### src/rtl/if_fetch_gen.sv
// if_fetch_gen: fetch address generator with prioritised redirects, pending redirect latch and epoch tagging
module if_fetch_gen #(
  parameter int          FETCH_WIDTH = 2,
  parameter logic [31:0] RESET_PC    = 32'hbfc00000,
  parameter logic [31:0] EX_VECTOR   = 32'hbfc00380,
  parameter int          EPOCH_W     = 2
) (
  input  logic                   clk,
  input  logic                   reset,
  input  logic                   ex_taken,
  input  logic                   eret_taken,
  input  logic [31:0]            epc,
  input  logic                   br_err,
  input  logic [31:0]            br_target,
  input  logic                   pred_taken,
  input  logic [31:0]            pred_target,
  output logic                   req,
  output logic [31:0]            addr,
  output logic                   uncache,
  input  logic                   addr_ok,
  output logic                   out_valid,
  input  logic                   out_ready,
  output logic [31:0]            out_pc,
  output logic [FETCH_WIDTH-1:0] out_mask,
  output logic                   out_ex,
  output logic [EPOCH_W-1:0]     out_epoch,
  output logic [EPOCH_W-1:0]     cur_epoch
);
  typedef enum logic {S_REQ, S_HOLD} state_t;
  localparam logic [31:0] GROUP = 32'(4 * FETCH_WIDTH);
  state_t state, state_next;
  logic [31:0] pc, pc_next, seq_pc, slot, in_target, pend_target;
  logic [1:0] in_kind, pend_kind;
  logic in_valid, pend_valid, use_in, advance, epoch_inc;
  logic [EPOCH_W-1:0] epoch_next;
  always_comb begin
    out_ex = pc[1:0] != 2'b00;
    req = !reset && state == S_REQ && !out_ex;
    out_valid = !reset && (state == S_HOLD || addr_ok || out_ex);
    advance = out_valid && out_ready;
    addr = pc[31:30] == 2'b10 ? {3'b000, pc[28:0]} : pc;
    uncache = pc[31:29] == 3'b101;
    out_pc = pc;
    epoch_inc = ex_taken || eret_taken || br_err;
    epoch_next = cur_epoch + EPOCH_W'(epoch_inc);
    in_valid = epoch_inc || (pred_taken && out_valid);
    in_kind = ex_taken ? 2'd3 : eret_taken ? 2'd2 : br_err ? 2'd1 : 2'd0;
    in_target = ex_taken ? EX_VECTOR : eret_taken ? epc : br_err ? br_target : pred_target;
    // equal priority overwrites, so the newest redirect of a kind wins
    use_in = in_valid && (!pend_valid || in_kind >= pend_kind);
    seq_pc = (pc & ~(GROUP - 32'd1)) + GROUP;
    pc_next = use_in ? in_target : pend_valid ? pend_target : seq_pc;
    state_next = advance ? S_REQ : out_valid ? S_HOLD : state;
    slot = (pc >> 2) & 32'(FETCH_WIDTH - 1);
    for (int i = 0; i < FETCH_WIDTH; i++) out_mask[i] = 32'(i) >= slot;
  end
  always_ff @(posedge clk) begin
    if (reset) begin
      state <= S_REQ;
      pc <= RESET_PC;
      pend_valid <= 1'b0;
      pend_kind <= 2'd0;
      pend_target <= 32'd0;
      cur_epoch <= '0;
      out_epoch <= '0;
    end else begin
      state <= state_next;
      cur_epoch <= epoch_next;
      if (advance) begin
        pc <= pc_next;
        pend_valid <= 1'b0;
        out_epoch <= epoch_next;
      end else if (use_in) begin
        pend_valid <= 1'b1;
        pend_kind <= in_kind;
        pend_target <= in_target;
      end
    end
  end
endmodule

### config.mk
export PLATFORM = sky130hd
export DESIGN_NAME = if_fetch_gen
export DESIGN_NICKNAME = d
export VERILOG_FILES = /design/src/rtl/if_fetch_gen.sv
export SDC_FILE = /design/constraint.sdc
export NUM_CORES = 1
export LEC_CHECK = 0
export BUFFER_PORTS_ARGS = -buffer_cell sky130_fd_sc_hd__buf_2
export CORE_UTILIZATION = 55
export CTS_CLUSTER_SIZE = 25
export DETAILED_ROUTE_END_ITERATION = 7
export PLACE_DENSITY = 0.87
export SYNTH_ARGS = -nofsm -noshare
export SYNTH_HDL_FRONTEND = slang
export SYNTH_SLANG_ARGS = --single-unit
### constraint.sdc
create_clock -name clk -period 4.7 [get_ports clk]
set_clock_uncertainty 0.05 [all_clocks]
set_input_delay 0.47 -clock clk [delete_from_list [all_inputs] [get_ports clk]]
set_output_delay 0.47 -clock clk [all_outputs]
set_load 0.1 [all_outputs]
After elaboration in Yosys (flattened, before gate mapping):

Index checks and enable logic that the tools add are counted.

* input port bits: 104
* register bits: 72
* output and inout bits: 74

* eq/ne operators: 2
* reductions and logical operators: 18
* multiplexer cells: 9
* $add $sub $neg: 2
* order comparisons: 3
* bitwise gates (word level): 2

Operators by type and width (count)
* $mux W32: 6
* $add A32 B4 Y32 const B: 1
* $logic_and A1 B1 Y1: 6
* $logic_or A1 B1 Y1: 6
* $mux W2: 2
* $eq A3 B3 Y1 const B: 1
* $logic_not A1 Y1: 3
* $add A2 B1 Y2: 1
* $eq A2 B2 Y1 const B: 1
* $ge A1 B1 Y1 const A: 2
* $ge A2 B2 Y1: 1
* $not A1 Y1: 2
* $reduce_and A2 Y1: 1
* $reduce_bool A2 Y1: 1
* $reduce_or A2 Y1: 1
* $mux W1: 1

Depth between registers and ports, before layout:

Gate-level depths: netlist of run 1.

* depth in word-level cells: 7
* depth in mapped cells: 12
* depth with buffers taken out: 8

Worst setup path before layout of run 1:

OpenSTA, ideal clock, no wires.

* kind: register to output
* from: register pc[0] (netlist: out_pc[0])
* to: output port req
* buffers on the path: 0
* data required time: 4.180 ns
* arrival time: 3.514 ns
* cell stages (with the launch flop): 3
* path slack: 0.666 ns
* path through: dfxtp_1 -> or2_2 -> nor3_1

* longest elaborated chain between the ends: 3

RTL lines
* start, declared: line 32 `logic [31:0] pc, pc_next, seq_pc, slot, in_target, pend_target;`
* start signal, assigned: line 70 `pc <= pc_next;`
* $reduce_bool A2 Y1: line 37 `out_ex = pc[1:0] != 2'b00;`
* named net out_ex: line 25 `output logic out_ex,`
* $logic_not A1 Y1: line 38 `req = !reset && state == S_REQ && !out_ex;`
* $logic_and A1 B1 Y1: line 38
* end, declared: line 17 `output logic req,`

The timed path passes the listed nets, and every way through them passes these cells.

Worst setup path in the final report of run 1:

* from: input port ex_taken
* to: register pend_target[26]

* longest elaborated chain between the ends: 5

RTL lines
* start, declared: line 10 `input logic ex_taken,`
* $mux W2: line 47 `in_kind = ex_taken ? 2'd3 : eret_taken ? 2'd2 : br_err ? 2'd1 : 2'd0;`
* named net in_kind[1]: line 33 `logic [1:0] in_kind, pend_kind;`
* $ge A2 B2 Y1: line 50 `use_in = in_valid && (!pend_valid || in_kind >= pend_kind);`
* $logic_or A1 B1 Y1: line 50
* $logic_and A1 B1 Y1: line 50
* $reduce_and A2 Y1 (no line)
* end signal, assigned: line 76 `pend_target <= in_target;`
* end, declared: line 32

The timed path passes the listed nets, and every way through them passes these cells.
A chain may end at the register's enable or synchronous reset.

==> impl_metrics.toml, run 1 <==
[status]
status = "complete, no violations"

[grt]
grt_use_total = 0.319
grt_pass1_wl_um = 24700
antenna_found_initial = 0
grt_pass1_vias = 5161
gr-total-overflow = 0
grt_max_degree = 45

[yosys]
yosysWarningCount = 0
syn_inst = 661
synth_largest_area_cell = "dfxtp_1"
ys_ff_latch = 72
syn-num-nets = 769
yosys.cell_count.top_type = "nand2_1"
synthArstFlopShare = 0
netlist.area_leader.share = 0.290
synth-edff-count = 0
yosysUniqueCellTypes = 62
ys_top_cells_by_area = "dfxtp_1 (29%), nand2_1 (8.3%), a21oi_1 (6.2%)"
yosysSeqAreaShare = 0.290
yosys-top-cells-count = "nand2_1 (110), dfxtp_1 (72), a21oi_1 (61), nor2_1 (51)"
synth.avg_cell_area_um2 = 7.51
synth_flop_cell = "dfxtp_1"
synth_area_mm2 = 0.00496

[routing]
detail_route.iter0.violations = 412
routedWlPerCell_um = 17.3
drt-total-wl_um = 15400
vias = 5480
ant_nets = 0
drcViolationCount = 0
vias_per_cell = 6.15
first_pass_iters = 5

[timing]
fmax_ghz = 0.324
worst_pin_slew_ns = 0.901
setup_viol = 0
period_share = 0.656
setup_ws_ns = 1.62
drv_slew = 0
grt_setup_unrepaired = "no"
finalHoldViolCount = 0
min_period_ns = 3.08
slew_headroom = 0.399
setup_tns_ns = 0

[place]
dp_hpwl_um = 10400
pre_cts_ws_ns = 1.38
gp_congestion = 0.907
numPortBuffers = 176

[clock_network]
cts_max_level = 3
cts_resized = 0
insertion_delay_ns = 0.35
clock_sinks = 72
hold_buffers = 0
cts_tree = "built"
clk_path_buf_depth = 2
root_buffer = "clkbuf_8"
cts_setup_buffers = 0
cts_buffers = 9
clk_transition_reported_paths_ns = 0.08

[floorplanning]
die_area_mm2 = 0.00941
die_w_um = 97.0
rows = 34
core_area_mm2 = 0.00872
die_h_um = 97.0
io_pins = 178
initial_core_util = 0.569

[critical_path]
crit_required_ns = 4.85
critPathMaxFanout = 34
arrival_ns = 3.23
endpoint_kind = "register"
cp-start-kind = "primary input"
path_class = "primary input to register"

[power_and_ir_drop]
leakage_nw = 2.55
power.density_mw_per_mm2 = 359
vdd_drop_max_uv = 286

[final_layout]
antenna_cells = 0
layout-area-overhead-vs-synth_pct = 17.6
layout.nets = 887
layout-drive-gt1-share = 0.303
n_fill_cell = 728

[hold_path]
min_path_type = "primary input to register"

[job]
drv_cap = 0
## placed cells by master, fill, tap and decap left out, drive strengths merged, types with 4 or more instances in the layout
cell type and count:
a211oi 14, a21oi 61, a311oi 10, a31oi 15, and2 12, and3 6, and4 7, buf 188
clkbuf 12, dfxtp 72, ha 4, inv 12, mux2 24, mux2i 17, nand2 110, nand2b 13
nand3 18, nand4 7, nor2 52, nor2b 4, nor3 23, nor4 7, o211ai 10, o21a 7
o21ai 13, o22ai 5, o311ai 4, o31a 4, o32ai 4, or3 4, xnor2 7, xor2 8
## routing by layer
| layer | share of wire | vias up | track usage | wire length, µm |
|---|---|---|---|---|
| met2 | 0.48 | 326 | 0.531 | 7400 |
| met1 | 0.39 | 2530 | 0.399 | 6040 |
| li1 | - | 2570 | - | - |
| met3 | 0.093 | 54 | 0.0600 | 1430 |
| met5 | 0 | - | 0 | 0 |
| met4 | 0.033 | 0 | 0.146 | 506 |
## cells by family (layout without fill, tap and decap cells)
| logic type | after synthesis | count (layout) | synth area share |
|---|---|---|---|
| and+or+nand+nor | 268 | 268 | 0.258 |
| buffers and inverters | 93 | 215 | 0.0998 |
| muxes | 41 | 41 | 0.0887 |
| adders and majority gates | 4 | 4 | 0.0101 |
| AOI/OAI and AO/OA | 167 | 167 | 0.226 |
| xor gates and xnor gates | 15 | 15 | 0.0265 |
| DFF | 72 | 72 | 0.290 |
| other | 1 | 1 | 0.000756 |
## flip-flops by register name, summed over array words and instances, names as in the netlist
signal,count
pend_valid,1
pend_target,32
state,1
cur_epoch,2
out_epoch,2
pend_kind,2
out_pc,32
## final timing paths
kind	cells past startpoint	end	slack [ns]	from
worst min-delay path	2	state$_SDFFE_PP0N_	0.28	out_ready
worst min register to register	2	out_epoch[0]$_SDFFE_PP0P_	0.41	out_epoch[0]$_SDFFE_PP0P_
worst max register to register	7	pend_target[26]$_SDFFE_PP0P_	1.95	out_pc[0]$_SDFFE_PP0P_
worst max-delay path	10	pend_target[26]$_SDFFE_PP0P_	1.62	ex_taken
## per-stage QoR
stage                     utilization  hold slack [ns]  total power [mW]  instance area [µm²]  std cells
after floorplan                     -            0.381              1.40                 4960        661
after global placement          0.644            0.389              1.52                 5620        876
after detailed placement        0.644            0.396              1.54                 5620        876
after CTS                       0.670            0.281              2.08                 5840        891
after global routing            0.670            0.298              2.16                 5840        891
final                           0.670            0.285              2.10                 5840        891
## final cells by class
cell class | instances | area, µm² | area share
clock buffer | 12 | 155 | 0.0266
multi-input combinational | 496 | 3030 | 0.518
tap | 108 | 135 | 0.0231
inverter | 12 | 45.0 | 0.00771
sequential | 72 | 1440 | 0.247
clock inverter | 3 | 65.1 | 0.0111
timing repair buffer | 188 | 971 | 0.166
## worst max-delay path, stage by stage
cell and delay, ns:
buf_2 0.56, inv_1 0.28, nand2_1 0.18, ha_1 0.13, inv_1 0.05, o21ai_0 0.33, nand3_1 0.58, buf_4 0.42
nor3_1 0.14, a211oi_1 0.07
## power breakdown
group	total (mW)	switching (mW)	internal [mW]
registers	0.724	0.0626	0.662
clock network	0.561	0.236	0.325
logic	0.810	0.620	0.190
Power figures use the tool's default switching activity.
==> run 2, diff against run 1 <==
ABC_AREA = 1   (was not set)
CORE_UTILIZATION = 46   (was 55)
PLACE_DENSITY = 0.78   (was 0.87)
clock period = 2.8 ns   (was 4.7 ns; I/O delays follow)
==> run 2 against run 1 <==
Setup slack worse by 1.2 ns. First-iteration DRC count up 25%. Clock-buffer cell count down 1. Area after synthesis up 0.68%. Sequential share of layout area down 0.49 points. Register-to-register slack worse by 1.5 ns. Die area up 20%. Critical endpoint is now pend_target[28]$_SDFFE_PP0P_. Largest power group unchanged. Highest routed layer unchanged.
==> impl_metrics.toml, run 2 <==
[status]
status = "complete, no violations"

[routing]
ant_nets = 0
detail_route.iter0.violations = 514
vias = 5640
drt-total-wl_um = 14900
first_pass_iters = 6
routedWlPerCell_um = 13.4
vias_per_cell = 5.09
drcViolationCount = 0

[clock_network]
cts_setup_buffers = 0
insertion_delay_ns = 0.35
cts_buffers = 9
cts_resized = 0
hold_buffers = 0
clock_sinks = 72
cts_tree = "built"
root_buffer = "clkbuf_8"
cts_max_level = 3
clk_transition_reported_paths_ns = 0.08
clk_path_buf_depth = 2

[yosys]
synthSimpleGateAreaFrac = 0.382
synth-edff-count = 0
synth_compound_area_frac = 0.156
yosys.cell_count.top_type = "nand2_1"
netlist.area_leader.share = 0.288
synth.avg_cell_area_um2 = 5.99
synth_area_mm2 = 0.00500
yosysWarningCount = 0
synthArstFlopShare = 0
syn_inst = 834
yosysUniqueCellTypes = 37
yosysSeqAreaShare = 0.288
ys_ff_latch = 72
ys_top_cells_by_area = "dfxtp_1 (29%), nand2_1 (18%), nor2_1 (11%)"
synth_flop_cell = "dfxtp_1"
yosys-top-cells-count = "nand2_1 (235), nor2_1 (149), dfxtp_1 (72), inv_1 (61), nand3_1 (60)"
synth_adder_area_share = 0.0100
synth_top_family_by_area = "simple AND/OR/NAND/NOR gates"
syn-num-nets = 942
synth_largest_area_cell = "dfxtp_1"
synthMuxAreaShare = 0
synthXorXnorAreaFrac = 0.0210

[floorplanning]
die_w_um = 106
die_h_um = 106
io_pins = 178
rows = 37
die_area_mm2 = 0.0113
core_area_mm2 = 0.0104
initial_core_util = 0.480

[critical_path]
slowest_stage = "nor2_4"
crit_chain = "nor2_2, nand2_1, nand2_2, inv_2, nand2_1, nand2_4, nand2_4, nor2_4, inv_1, buf_4, nor2_1, nor2_1"
worst-path-buf-inv = 3
critPathMaxFanout = 48
r2r_slack_ns = 0.45
cp_top_family = "simple AND/OR/NAND/NOR gates"
arrival_ns = 2.55
critPathMaxStageDelay_ns = 0.72
cp-start-kind = "register"
r2r-end = "pend_target[28]$_SDFFE_PP0P_"
path_class = "register to register"
endpoint_kind = "register"
regToRegStartpoint = "out_pc[1]$_SDFFE_PP0P_"
r2r_cells = 12
crit_required_ns = 3.00
worstSetupStartpoint = "out_pc[1]$_SDFFE_PP0P_"

[place]
gp_congestion = 0.908
dp_hpwl_um = 11200
dp_cells = 1093
pre_cts_ws_ns = 0.138
numPortBuffers = 176
place_area_mm2 = 0.00575

[timing]
slew_headroom = 0.366
grt_setup_unrepaired = "no"
min_period_ns = 2.35
worst_pin_slew_ns = 0.948
fin_hold_ws_ns = 0.0402
period_share = 0.839
fmax_ghz = 0.426
setup_ws_ns = 0.451
setup_viol = 0
drv_slew = 0
finalHoldViolCount = 0
setup_tns_ns = 0

[grt]
grt_pass1_vias = 5092
antenna_found_initial = 0
grt_use_total = 0.272
grt_max_degree = 49
gr-total-overflow = 0
grt_pass1_wl_um = 24600

[hold_path]
min_path_type = "primary input to register"
worstHoldStart = "out_ready"
min_to = "state$_SDFFE_PP0N_"
hold-path-cell-count = 2

[final_layout]
layout-drive-gt1-share = 0.239
layout-area-overhead-vs-synth_pct = 19.2
layout.nets = 1076
layout_common_cells = "nand2_1 (235), buf_2 (176), nor2_1 (148), dfxtp_1 (72), inv_1 (61)"
layout.cells.non_filler = 1109
antenna_cells = 0
final_area_mm2 = 0.00596
postLayoutCoreUtil = 0.572
layout_commonest_cell = "nand2_1"

[power_and_ir_drop]
leakage_nw = 3.15
power.total_mw = 3.53
vdd_drop_max_uv = 315
power.density_mw_per_mm2 = 592

[job]
drv_cap = 0
==> run 2: cell families after synthesis <==
logic type,count (synthesis)
compound gates,144
other cells,1
buf+inv,137
simple gates,464
fa+ha+maj,4
xor+xnor,12
flops,72
==> run 2: final cells by class <==
cell class              instances  area [µm²]
fillers                      1081        4460
multi-input cells             625        2870
flip-flops and latches         72        1440
repair buffers                195        1020
inverters                      65         249
well taps                     136         170
clock buffers                  11         151
clock inverters                 5        55.1
==> run 2: worst reg2reg max path, stage by stage, from the launching register on <==
cell,delay [ns]
dfxtp_1,0.39
nor2_2,0.06
nand2_1,0.07
nand2_2,0.07
inv_2,0.09
nand2_1,0.09
nand2_4,0.13
nand2_4,0.07
nor2_4,0.72
inv_1,0.09
buf_4,0.24
nor2_1,0.13
nor2_1,0.06
==> run 2: worst max path at each step <==
stage,end,slack (ns),cells past startpoint
after floorplan,req,-0.14,3
after global placement,pend_target[28]$_SDFFE_PP0P_,0.20,12
after detailed placement,pend_target[28]$_SDFFE_PP0P_,0.14,12
after CTS,pend_target[28]$_SDFFE_PP0P_,0.45,12
after global routing,pend_target[19]$_SDFFE_PP0P_,0.24,12
final,pend_target[28]$_SDFFE_PP0P_,0.45,12
==> run 2: metal layers <==
layer / vias to the layer above / wire (µm) / global-route usage
met4: 0 / 203 / 0.0794
met5: - / 0 / 0
li1: 2892 / - / -
met2: 307 / 6360 / 0.415
met3: 15 / 1280 / 0.0392
met1: 2426 / 7050 / 0.394
==> run 2: report_power, final <==
part	switching, mW	total (mW)	internal (mW)
logic	1.13	1.44	0.308
clock network	0.398	0.855	0.457
registers	0.105	1.24	1.13
